==> src/rtl/dff_reg_arbiter_pkg.sv <==
// Shared definitions for the round-robin register arbiter: FSM state encoding
// and the pointer-width helper.
package dff_reg_arbiter_pkg;

  typedef enum logic [1:0] {
    ST_IDLE  = 2'd0,
    ST_GRANT = 2'd1,
    ST_WRITE = 2'd2,
    ST_ACK   = 2'd3
  } state_e;

  // Index width for N requesters; never narrower than one bit so N=1 still has a pointer.
  function automatic int ptr_width(input int n);
    int w;
    w = 1;
    while ((1 << w) < n) w++;
    return w;
  endfunction

endpackage

==> src/rtl/dff_reg_arbiter_pick.sv <==
// Combinational round-robin picker: first set request bit found scanning
// cyclically upward from the pointer.
module rr_priority_pick
  import dff_reg_arbiter_pkg::*;
#(
  parameter int N  = 4,
  parameter int PW = ptr_width(N)
) (
  input  logic [N-1:0]  req_i,
  input  logic [PW-1:0] ptr_i,
  output logic [N-1:0]  pick_o,
  output logic [PW-1:0] idx_o,
  output logic          any_o
);

  logic [PW-1:0] cand_s;

  // Scan from the farthest candidate back to ptr so the nearest request is written last and wins.
  always_comb begin
    pick_o = '0;
    idx_o  = '0;
    any_o  = 1'b0;
    cand_s = '0;
    for (int k = N - 1; k >= 0; k--) begin
      cand_s = PW'((int'(ptr_i) + k) % N);
      if (req_i[cand_s]) begin
        pick_o         = '0;
        pick_o[cand_s] = 1'b1;
        idx_o          = cand_s;
        any_o          = 1'b1;
      end else begin
        any_o = any_o;
      end
    end
  end

endmodule

==> src/rtl/dff_reg_arbiter.sv <==
// Round-robin sequencer that lets N requesters take turns writing one shared
// W-bit register (Q / Q_n): IDLE -> GRANT -> WRITE -> ACK -> IDLE.
module dff_reg_arbiter
  import dff_reg_arbiter_pkg::*;
#(
  parameter int N = 4,
  parameter int W = 8
) (
  input  logic           CLK,
  input  logic           RST,
  input  logic [N-1:0]   REQ,
  input  logic [N*W-1:0] WDATA,
  output logic [N-1:0]   GNT,
  output logic [N-1:0]   ACK,
  output logic [W-1:0]   Q,
  output logic [W-1:0]   Q_n,
  output logic           BUSY
);

  localparam int PW = ptr_width(N);

  state_e        state_q, state_d;
  logic [PW-1:0] ptr_q, ptr_d, g_q, g_d;
  logic [W-1:0]  hold_q, hold_d, q_q, q_d, qn_q, qn_d;
  logic [N-1:0]  gnt_q, gnt_d, ack_q, ack_d;
  logic          busy_q, busy_d;

  logic [N-1:0]  pick_oh_s, g_oh_s;
  logic [PW-1:0] pick_idx_s, ptr_next_s;
  logic          pick_any_s;
  logic [W-1:0]  slice_s;

  rr_priority_pick #(.N(N), .PW(PW)) u_pick (
    .req_i (REQ),
    .ptr_i (ptr_q),
    .pick_o(pick_oh_s),
    .idx_o (pick_idx_s),
    .any_o (pick_any_s)
  );

  // Decode the granted index and select its data slice; unselected slices never reach hold.
  always_comb begin
    g_oh_s  = '0;
    slice_s = '0;
    for (int i = 0; i < N; i++) begin
      if (g_q == PW'(i)) begin
        g_oh_s[i] = 1'b1;
        slice_s   = WDATA[i*W +: W];
      end else begin
        g_oh_s[i] = 1'b0;
      end
    end
    ptr_next_s = (g_q == PW'(N - 1)) ? '0 : g_q + PW'(1);
  end

  // Next-state logic; GNT/ACK/BUSY are computed from the next state so the outputs are flops.
  always_comb begin
    state_d = state_q;
    ptr_d   = ptr_q;
    g_d     = g_q;
    hold_d  = hold_q;
    q_d     = q_q;
    qn_d    = qn_q;
    gnt_d   = '0;
    ack_d   = '0;
    case (state_q)
      ST_IDLE: begin
        if (pick_any_s) begin
          g_d     = pick_idx_s;
          gnt_d   = pick_oh_s;
          state_d = ST_GRANT;
        end else begin
          state_d = ST_IDLE;
        end
      end
      ST_GRANT: begin
        if (|(REQ & g_oh_s)) begin
          hold_d  = slice_s;
          gnt_d   = g_oh_s;
          state_d = ST_WRITE;
        end else begin
          state_d = ST_IDLE;
        end
      end
      ST_WRITE: begin
        q_d     = hold_q;
        qn_d    = ~hold_q;
        ack_d   = g_oh_s;
        state_d = ST_ACK;
      end
      ST_ACK: begin
        ptr_d   = ptr_next_s;
        state_d = ST_IDLE;
      end
      default: begin
        state_d = ST_IDLE;
      end
    endcase
    busy_d = (state_d != ST_IDLE);
  end

  // State and datapath registers; reset abandons any transaction in flight.
  always_ff @(posedge CLK or posedge RST) begin
    if (RST) begin
      state_q <= ST_IDLE;
      ptr_q   <= '0;
      g_q     <= '0;
      hold_q  <= '0;
      q_q     <= '0;
      qn_q    <= '1;
      gnt_q   <= '0;
      ack_q   <= '0;
      busy_q  <= 1'b0;
    end else begin
      state_q <= state_d;
      ptr_q   <= ptr_d;
      g_q     <= g_d;
      hold_q  <= hold_d;
      q_q     <= q_d;
      qn_q    <= qn_d;
      gnt_q   <= gnt_d;
      ack_q   <= ack_d;
      busy_q  <= busy_d;
    end
  end

  assign GNT  = gnt_q;
  assign ACK  = ack_q;
  assign Q    = q_q;
  assign Q_n  = qn_q;
  assign BUSY = busy_q;

endmodule

==> config.mk <==
export PLATFORM = sky130hd
export DESIGN_NAME = dff_reg_arbiter
export DESIGN_NICKNAME = d
export VERILOG_FILES = /design/src/rtl/dff_reg_arbiter_pkg.sv /design/src/rtl/dff_reg_arbiter_pick.sv /design/src/rtl/dff_reg_arbiter.sv
export SDC_FILE = /design/constraint.sdc
export NUM_CORES = 1
export LEC_CHECK = 0
export CORE_UTILIZATION = 45
export CTS_BUF_LIST = sky130_fd_sc_hd__clkbuf_4
export DETAILED_ROUTE_END_ITERATION = 8
export HOLD_SLACK_MARGIN = 0.02
export PLACE_DENSITY = 0.77
export SLEW_MARGIN = 20
export SYNTH_ARGS = -nofsm -noshare
export SYNTH_HDL_FRONTEND = slang
export SYNTH_SLANG_ARGS = --single-unit
==> constraint.sdc <==
create_clock -name CLK -period 3 [get_ports CLK]
set_clock_uncertainty 0.15 [all_clocks]
set_input_delay 0.9 -clock CLK [delete_from_list [all_inputs] [get_ports CLK]]
set_output_delay 0.9 -clock CLK [all_outputs]
set_load 0.005 [all_outputs]
==> run summary, run 1 <==
Status: finished clean
Crit Path Category: in2reg
Crit Path Max Fanout: 6
Hold buffer count at CTS: 0
Period utilisation layout: 0.841
Fillers: 438
Critical Path RT: 3.11 ns
P per Cell Area: 944 nW/um^2
Die ar.: 5250 um^2
Top cell type's share of synthesized area: 0.348
Final Hold Viols: 0
Initial DRC count: 123
Total gr overflow: 0
Die X: 72.4 um
Post-synth ARST share: 1.00
RSZ-0062 raised after global routing: false
Syn Std Cell Area: 2230 um^2
Layout cell share with drive strength beyond 1: 0.127
Seq. cell area: 986 um^2
Dominant synthesized flop cell: dfrtp_1
Post-synthesis sequential area ratio: 0.442
Port Buffer Count: 62
Yosys top cell by area: dfrtp_1
Cells after Synth: 247
Worst r2r path cells: 7
Critical path startpoint: REQ[1]
CTS resizes: 0
Crit path to: g_q[0]$_DFFE_PP0P_
CP arrival: 2.63 ns
Maximum VDD drop: 0.449 mV
Clock buffer depth: 2
Worst Hold Class: reg2reg
# DRC: 0
Reg2reg setup slack: 0.64 ns
CP Capture Type: flop
Post-synthesis register bit count: 39
Reg2reg start: ptr_q[0]$_DFFE_PP0N_
Largest net degree at the start of global routing: 40
Critical path startpoint category: input pin
Routed wire per std cell: 13.5 um
Syn-to-layout area delta: 36.0%
Worst Slack Setup Final: 0.478 ns
H-tree depth: 2
Synth cell types: 40
Fin. max-slew vios: 0
Die Ht: 72.4 um
IO Count: 63
Static leakage: 1.28 nW
Vias in the first global route: 1759
First-pass GRT wire length: 8280 um
Max-slew headroom: 0.488
Initial antenna violation count: 0
F_max: 397 MHz
Final Non-Filler Cells: 381
Reg2Reg Capture Point: g_q[0]$_DFFE_PP0P_
Rows: 25
Total GRT Usage: 0.204
Most frequent cells in the layout: clkdlybuf4s50_1 (62), nand2_1 (53), dfrtp_1 (31), a21oi_1 (27), buf_4 (14)
Placed insts: 373
EDFF count, synth: 0
Vias per cell: 5.16
TritonRoute pass-1 iters: 4
Clk_lat worst skew: 0.34 ns
Multi-input gate area: 1130 um^2
Post-CTS setup buffers: 0
Core area: 4750 um^2
Max-cap violations: 0
Ys Warns: 0
Minimum clock period: 2.52 ns
Worst-margin pin slew: 0.766 ns
Root buf cell: clkbuf_4
Setup tns final: 0 ns
Clock slew at reported path FFs: 0.12 ns
Clk sinks: 39
Via count: 1966
Antenna-violating nets left: 0
Routability cong.: 0.886
Initial Utilization: 0.469
Syn avg cell area: 9.04 um^2
Syn_nets: 296
Commonest non-fill, non-tap cell in the layout: clkdlybuf4s50_1
Final nets: 362
CTS tree: done
Cts bufs inserted: 5
Pre-CTS WS: 0.116 ns
Final setup viols: 0
DP HPWL: 3800 um
Routed wire length: 5160 um
Diodes inserted: 0
Ranking of synthesized cells by area: dfrtp_1 (35%), dfstp_2 (9.4%), nand2_1 (8.9%)
==> stage by stage <==
stage          power (mW)  hold WS, ns  utilization  cell area, um^2
6_report             2.87        0.315        0.639             3040
5_1_grt              3.11        0.336        0.639             3040
4_1_cts              2.88        0.316        0.639             3040
3_5_place_dp         2.61        0.300        0.627             2980
3_3_place_gp         2.56        0.296        0.627             2980
2_1_floorplan        1.95        0.278            -             2230
==> how the worst min path moves through the flow <==
| stage | start | end | slack [ns] | cells after the start |
|---|---|---|---|---|
| after floorplan | hold_q[0]$_DFFE_PP0P_ | Q_n[0]$_DFFE_PP1P_ | 0.28 | 1 |
| after global placement | hold_q[0]$_DFFE_PP0P_ | Q_n[0]$_DFFE_PP1P_ | 0.30 | 1 |
| after detailed placement | hold_q[7]$_DFFE_PP0P_ | Q_n[7]$_DFFE_PP1P_ | 0.30 | 1 |
| after CTS | hold_q[7]$_DFFE_PP0P_ | Q_n[7]$_DFFE_PP1P_ | 0.32 | 1 |
| after global routing | hold_q[4]$_DFFE_PP0P_ | Q_n[4]$_DFFE_PP1P_ | 0.34 | 1 |
| final | hold_q[7]$_DFFE_PP0P_ | Q_n[7]$_DFFE_PP1P_ | 0.32 | 1 |
==> report_power, final <==
group	switching, mW	internal (mW)	leakage, nW
Clock	0.169	0.0996	0.0317
Combinational	0.832	0.836	0.783
Sequential	0.132	0.797	0.467
Total	1.13	1.73	1.28
==> state kept, by name (all words and copies together) (netlist names) <==
name     count
ACK          4
BUSY         1
GNT          4
Q            8
Q_n          8
g_q          2
hold_q       8
ptr_q        2
state_q      2
==> layout make-up <==
| class | instances | area share |
|---|---|---|
| multi-input cells | 180 | 0.371 |
| repair buffers | 77 | 0.246 |
| inverters | 10 | 0.0124 |
| clock buffers | 6 | 0.0148 |
| flip-flops and latches | 39 | 0.325 |
| well taps | 67 | 0.0276 |
| clock inverters | 2 | 0.00412 |
==> cells by family (layout without fill, tap and decap cells) <==
| kind of cell | count (synthesis) | count (layout) | synth area share |
|---|---|---|---|
| buffers and inverters | 28 | 95 | 0.0561 |
| and+or+nand+nor | 87 | 87 | 0.178 |
| muxes | 7 | 7 | 0.0544 |
| DFF | 39 | 39 | 0.442 |
| adders and majority gates | 11 | 11 | 0.0617 |
| AOI/OAI and AO/OA | 75 | 75 | 0.208 |
==> routing by layer <==
layer / vias to the layer above / share of wire / GRT usage
met5: - / 0 / 0
met4: 0 / 0.0087 / 0.0458
met3: 5 / 0.048 / 0.0375
met2: 50 / 0.49 / 0.337
met1: 922 / 0.46 / 0.278
li1: 989 / - / -
==> cells in the mapped netlist (all sizes together) (3+ instances only) <==
cell type,count
a21oi,27
o211ai,6
o21a,8
o21ai,21
nor2,8
buf,7
and2,4
ha,11
a221oi,3
nand3b,7
inv,10
nor2b,4
nand2,53
mux4,4
dfstp,8
clkbuf,11
dfrtp,31
==> worst max-delay path, stage by stage <==
cell             delay (ns)
clkdlybuf4s50_1        0.49
mux4_2                 0.55
a21oi_1                0.17
nor2_1                 0.05
a311o_1                0.31
a31oi_1                0.16
Note: power is estimated with default switching activity, not from simulation.
==> inputs of run 2 (changes only) <==
==> constraint.sdc (replaced) <==
create_clock -name CLK -period 2.25 [get_ports CLK]
set_clock_uncertainty 0.15 [all_clocks]
set_input_delay 0.675 -clock CLK [delete_from_list [all_inputs] [get_ports CLK]]
set_output_delay 0.675 -clock CLK [all_outputs]
set_load 0.005 [all_outputs]
==> run summary, run 2 (same netlist as run 1, synthesis figures left out) <==
CP arrival: 1.39 ns (was 2.63 ns)
Final nets: 377 (was 362)
Most frequent cells in the layout: clkdlybuf4s50_1 (57), nand2_1 (53), dfrtp_1 (31), buf_4 (27), a21oi_1 (22) (was clkdlybuf4s50_1 (62), nand2_1 (53), dfrtp_1 (31), a21oi_1 (27), buf_4 (14))
Die ar.: 5250 um^2 (unchanged)
Crit path max-delay cell type: dfstp_2 (was mux4_2)
Die Ht: 72.4 um (unchanged)
CP Capture Type: output pin (was flop)
Fin. max-slew vios: 0 (unchanged)
Die X: 72.4 um (unchanged)
Static leakage: 1.39 nW (was 1.28 nW)
Worst Slack Setup Final: 0.0383 ns (was 0.478 ns)
Cell-internal power: 2.46 mW (was 1.73 mW)
Root buf cell: clkbuf_4 (unchanged)
First-pass GRT wire length: 8870 um (was 8280 um)
P per Cell Area: 1270 nW/um^2 (was 944 nW/um^2)
Clk sinks: 39 (unchanged)
Switching part of the total power: 0.394 (was 0.395)
Combinational share of power: 0.605 (was 0.582)
Total gr overflow: 0 (unchanged)
Max-slew headroom: 0.563 (was 0.488)
Minimum clock period: 2.21 ns
Status: finished clean (unchanged)
Tot Pwr: 4.05 mW (was 2.87 mW)
Total GRT Usage: 0.220 (was 0.204)
Crit Path Max Fanout: 2 (was 6)
Initial Utilization: 0.469 (unchanged)
DP Area: 3090 um^2 (was 2980 um^2)
Crit path max-delay family: flip-flops (was compound AO/OA/AOI/OAI gates)
Crit Path Category: reg2out (was in2reg)
Routed wire length: 5540 um (was 5160 um)
Vias in the first global route: 1926 (was 1759)
Slowest stage delay, CP: 0.54 ns (was 0.55 ns)
# DRC: 0 (unchanged)
Worst Path Buf+Inv: 1 (unchanged)
Maximum VDD drop: 0.792 mV (was 0.449 mV)
TritonRoute pass-1 iters: 4 (unchanged)
Cts bufs inserted: 5 (unchanged)
Crit-path cells: clkdlybuf4s50_1 (was clkdlybuf4s50_1, mux4_2, a21oi_1, nor2_1, a311o_1, a31oi_1)
Worst-margin pin slew: 0.654 ns (was 0.766 ns)
Design Area, Final: 3200 um^2 (was 3040 um^2)
P_sw: 1.60 mW (was 1.13 mW)
Clock slew at reported path FFs: 0.11 ns (was 0.12 ns)
Vias per cell: 5.23 (was 5.16)
CTS tree: done (unchanged)
H-tree depth: 2 (unchanged)
Max-cap violations: 0 (unchanged)
Initial antenna violation count: 0 (unchanged)
Diodes inserted: 0 (unchanged)
Clk_lat worst skew: 0.33 ns (was 0.34 ns)
Period utilisation layout: 0.983
Post-Route Utilization: 0.672 (was 0.639)
Syn-to-layout area delta: 43.2% (was 36.0%)
RSZ-0062 raised after global routing: true (was false)
Hold buffer count at CTS: 0 (unchanged)
Register share of total power: 0.308 (was 0.324)
Clock buffer depth: 2 (unchanged)
DP HPWL: 4020 um (was 3800 um)
Port Buffer Count: 62 (unchanged)
Critical Path RT: 1.42 ns (was 3.11 ns)
Initial DRC count: 142 (was 123)
Final Hold Viols: 0 (unchanged)
Power share of the clock group: 0.088 (was 0.094)
Final setup viols: 0 (unchanged)
Commonest non-fill, non-tap cell in the layout: clkdlybuf4s50_1 (unchanged)
Layout cell share with drive strength beyond 1: 0.191 (was 0.127)
Pre-CTS WS: -0.395 ns (was 0.116 ns)
Antenna-violating nets left: 0 (unchanged)
Routability cong.: 0.938 (was 0.886)
Largest net degree at the start of global routing: 40 (unchanged)
Rows: 25 (unchanged)
Core area: 4750 um^2 (unchanged)
Via count: 2073 (was 1966)
Worst Hold Class: reg2reg (unchanged)
F_max: 452 MHz
IO Count: 63 (unchanged)
Critical path startpoint category: flop (was input pin)
Routed wire per std cell: 14.0 um (was 13.5 um)
run 2: cell types whose count changed in the layout (fill, tap and decap cells not counted), moves of 2 or more:
cell             delta
buf_4              +13
a21oi_1             -5
a21oi_2             +5
clkdlybuf4s50_1     -5
dlymetal6s2s_1      +3
buf_6               +2
dlygate4sd2_1       +2
inv_1               -2
run 2: final timing paths:
kind                                             from                 end  slack [ns]  cells after the start
max in group asynchronous                         RST  Q_n[1]$_DFFE_PP1P_        1.16                      3
worst max-delay path               Q_n[4]$_DFFE_PP1P_              Q_n[4]        0.04                      1
worst min-delay path            hold_q[7]$_DFFE_PP0P_  Q_n[7]$_DFFE_PP1P_        0.32                      1
worst min register to register  hold_q[7]$_DFFE_PP0P_  Q_n[7]$_DFFE_PP1P_        0.32                      1
worst max register to register   ptr_q[0]$_DFFE_PP0N_  g_q[0]$_DFFE_PP0P_        0.06                      7
min in group asynchronous                         RST    ACK[3]$_DFF_PP0_        0.54                      3
run 2: what timing repair did:
action                                  CTS  global route
setup buffers                             1             3
endpoints found under the hold margin     0             0
endpoints found under the setup margin    1             9
pin swaps                                 0             4
gates resized for setup                   2             7
run 2: layout make-up:
cell class,count,area (um^2)
tap,67,83.8
clock inverter,1,5.00
clock buffer,7,52.6
inverter,10,40.0
timing repair buffer,92,871
fill,399,1560
sequential,39,986
multi-input combinational,180,1160
run 2: through the flow:
stage	instances	hold slack, ns	TNS, ns
floorplan	247	0.278	-0.375
global placement	384	0.290	-4.30
detailed placement	384	0.310	-5.04
CTS	393	0.326	0
global route	396	0.337	-0.0868
finish	396	0.320	0
run 2: layer usage:
layer	track usage	routed length (um)	vias up
met3	0.0444	325	7
li1	-	-	1016
met5	0	0	-
met4	0.0654	64	0
met2	0.367	2720	74
met1	0.292	2430	976
run 2: power groups by stage:
stage,clock network [mW],registers (mW),logic [mW]
after floorplan,0,1.26,1.45
after global placement,0,1.26,2.28
after detailed placement,0,1.26,2.35
after CTS,0.364,1.25,2.37
after global routing,0.393,1.29,2.70
final,0.355,1.25,2.45
==> inputs of run 3 (changes only) <==
--- a/config.mk
+++ b/config.mk
@@ -9,7 +9,9 @@
 export CTS_BUF_LIST = sky130_fd_sc_hd__clkbuf_4
 export DETAILED_ROUTE_END_ITERATION = 8
 export HOLD_SLACK_MARGIN = 0.02
+export MAX_ROUTING_LAYER = met4
 export PLACE_DENSITY = 0.77
+export RECOVER_POWER = 50
 export SLEW_MARGIN = 20
 export SYNTH_ARGS = -nofsm -noshare
 export SYNTH_HDL_FRONTEND = slang
==> run summary, run 3 (same netlist as run 1, synthesis figures left out) <==
Min Hold Slack: 0.320 ns (about the same)
Worst-margin pin slew: 0.904 ns (was 0.654 ns)
Clk sinks: 39 (unchanged)
Vias per cell: 5.29 (was 5.23)
Antenna-violating nets left: 0 (unchanged)
CTS tree: done (unchanged)
Critical path startpoint category: flop (unchanged)
Final Hold Viols: 0 (unchanged)
P per Cell Area: 1280 nW/um^2 (was 1270 nW/um^2)
Fin. max-slew vios: 0 (unchanged)
Vias in the first global route: 1928 (was 1926)
Placed insts: 384 (unchanged)
Clock slew at reported path FFs: 0.11 ns (about the same)
Commonest non-fill, non-tap cell in the layout: clkdlybuf4s50_1 (unchanged)
Via count: 2093 (was 2073)
Slowest stage delay, CP: 0.54 ns (about the same)
Diodes inserted: 0 (unchanged)
Pre-CTS WS: -0.395 ns (unchanged)
Syn-to-layout area delta: 42.4% (was 43.2%)
Rows: 25 (unchanged)
Worst Hold Class: reg2reg (unchanged)
Critical Path RT: 1.42 ns (about the same)
Crit path max-delay cell type: dfstp_2 (unchanged)
F_max: 451 MHz (was 452 MHz)
Setup tns final: 0 ns (unchanged)
Routed wire length: 5580 um (was 5540 um)
Clk_lat worst skew: 0.34 ns (was 0.33 ns)
Crit path max-delay family: flip-flops (unchanged)
Max-slew headroom: 0.397 (was 0.563)
Die ar.: 5250 um^2 (unchanged)
Largest net degree at the start of global routing: 40 (unchanged)
TritonRoute pass-1 iters: 4 (unchanged)
Initial Utilization: 0.469 (unchanged)
Final Non-Filler Cells: 396 (unchanged)
Max-cap violations: 0 (unchanged)
Final setup viols: 0 (unchanged)
Maximum VDD drop: 0.792 mV (about the same)
CP arrival: 1.39 ns (about the same)
IO Count: 63 (unchanged)
H-tree depth: 2 (unchanged)
Cts bufs inserted: 5 (unchanged)
Root buf cell: clkbuf_4 (unchanged)
DP HPWL: 4020 um (unchanged)
Tot Pwr: 4.05 mW (about the same)
Most frequent cells in the layout: clkdlybuf4s50_1 (55), nand2_1 (53), dfrtp_1 (31), buf_4 (26), a21oi_1 (22) (was clkdlybuf4s50_1 (57), nand2_1 (53), dfrtp_1 (31), buf_4 (27), a21oi_1 (22))
Worst Slack Setup Final: 0.0329 ns (was 0.0383 ns)
Die X: 72.4 um (unchanged)
Static leakage: 1.39 nW (about the same)
# DRC: 0 (unchanged)
Fillers: 401 (was 399)
Layout cell share with drive strength beyond 1: 0.188 (was 0.191)
RSZ-0062 raised after global routing: true (unchanged)
Minimum clock period: 2.22 ns (was 2.21 ns)
Status: finished clean (unchanged)
Total GRT Usage: 0.227 (was 0.220)
CP Capture Type: output pin (unchanged)
Port Buffer Count: 62 (unchanged)
Crit Path Max Fanout: 2 (unchanged)
Clock buffer depth: 2 (unchanged)
First-pass GRT wire length: 8880 um (was 8870 um)
Initial antenna violation count: 0 (unchanged)
Initial DRC count: 137 (was 142)
Period utilisation layout: 0.985 (was 0.983)
Routed wire per std cell: 14.1 um (was 14.0 um)
Die Ht: 72.4 um (unchanged)
Crit Path Category: reg2out (unchanged)
Crit-path cells: clkdlybuf4s50_1 (unchanged)
Total gr overflow: 0 (unchanged)
Worst Path Buf+Inv: 1 (unchanged)
Core area: 4750 um^2 (unchanged)
Final nets: 377 (unchanged)
Routability cong.: 0.955 (was 0.938)
==> run 3: where the power goes <==
group | internal (mW) | leakage, nW | total [mW] | switching (mW)
clock | 0.146 | 0.0361 | 0.358 | 0.212
sequential | 1.06 | 0.467 | 1.25 | 0.184
combinational | 1.24 | 0.891 | 2.45 | 1.21
==> run 3: path summary, 6_finish.rpt <==
check	startpoint	to	slack, ns	depth (start not counted)
max	Q_n[4]$_DFFE_PP1P_	Q_n[4]	0.03	1
min	hold_q[0]$_DFFE_PP0P_	Q_n[0]$_DFFE_PP1P_	0.32	1
max reg2reg	ptr_q[0]$_DFFE_PP0N_	g_q[0]$_DFFE_PP0P_	0.05	7
min reg2reg	hold_q[0]$_DFFE_PP0P_	Q_n[0]$_DFFE_PP1P_	0.32	1
max in group asynchronous	RST	g_q[0]$_DFFE_PP0P_	0.49	3
min in group asynchronous	RST	ACK[3]$_DFF_PP0_	0.90	3
==> run 3: metal layers <==
| layer | global-route usage | wire length, um | vias to the layer above |
|---|---|---|---|
| met3 | 0.0444 | 400 | 5 |
| met4 | 0.0654 | 46 | 0 |
| li1 | - | - | 1019 |
| met1 | 0.292 | 2390 | 991 |
| met5 | - | 0 | - |
| met2 | 0.367 | 2740 | 78 |
==> run 3: cell type report <==
class                   count  area [um^2]  share of cell area
flip-flops and latches     39          986               0.310
multi-input cells         180         1160               0.364
inverters                  10         40.0              0.0126
clock inverters             1         5.00             0.00157
well taps                  67         83.8              0.0264
clock buffers               7         52.6              0.0165
repair buffers             92          855               0.269
==> run 3: per-stage QoR <==
stage                      util  cell area (um^2)
final                     0.669              3180
after global routing      0.669              3180
after CTS                 0.663              3150
after detailed placement  0.649              3090
after global placement    0.649              3090
after floorplan               -              2280
==> run 3: repair_timing <==
action                                  in CTS  in global routing
pin swaps                                    0                  4
resized for setup                            2                  8
endpoints found under the setup margin       1                 10
buffers inserted                             1                  3
hold buffers                                 0                  0
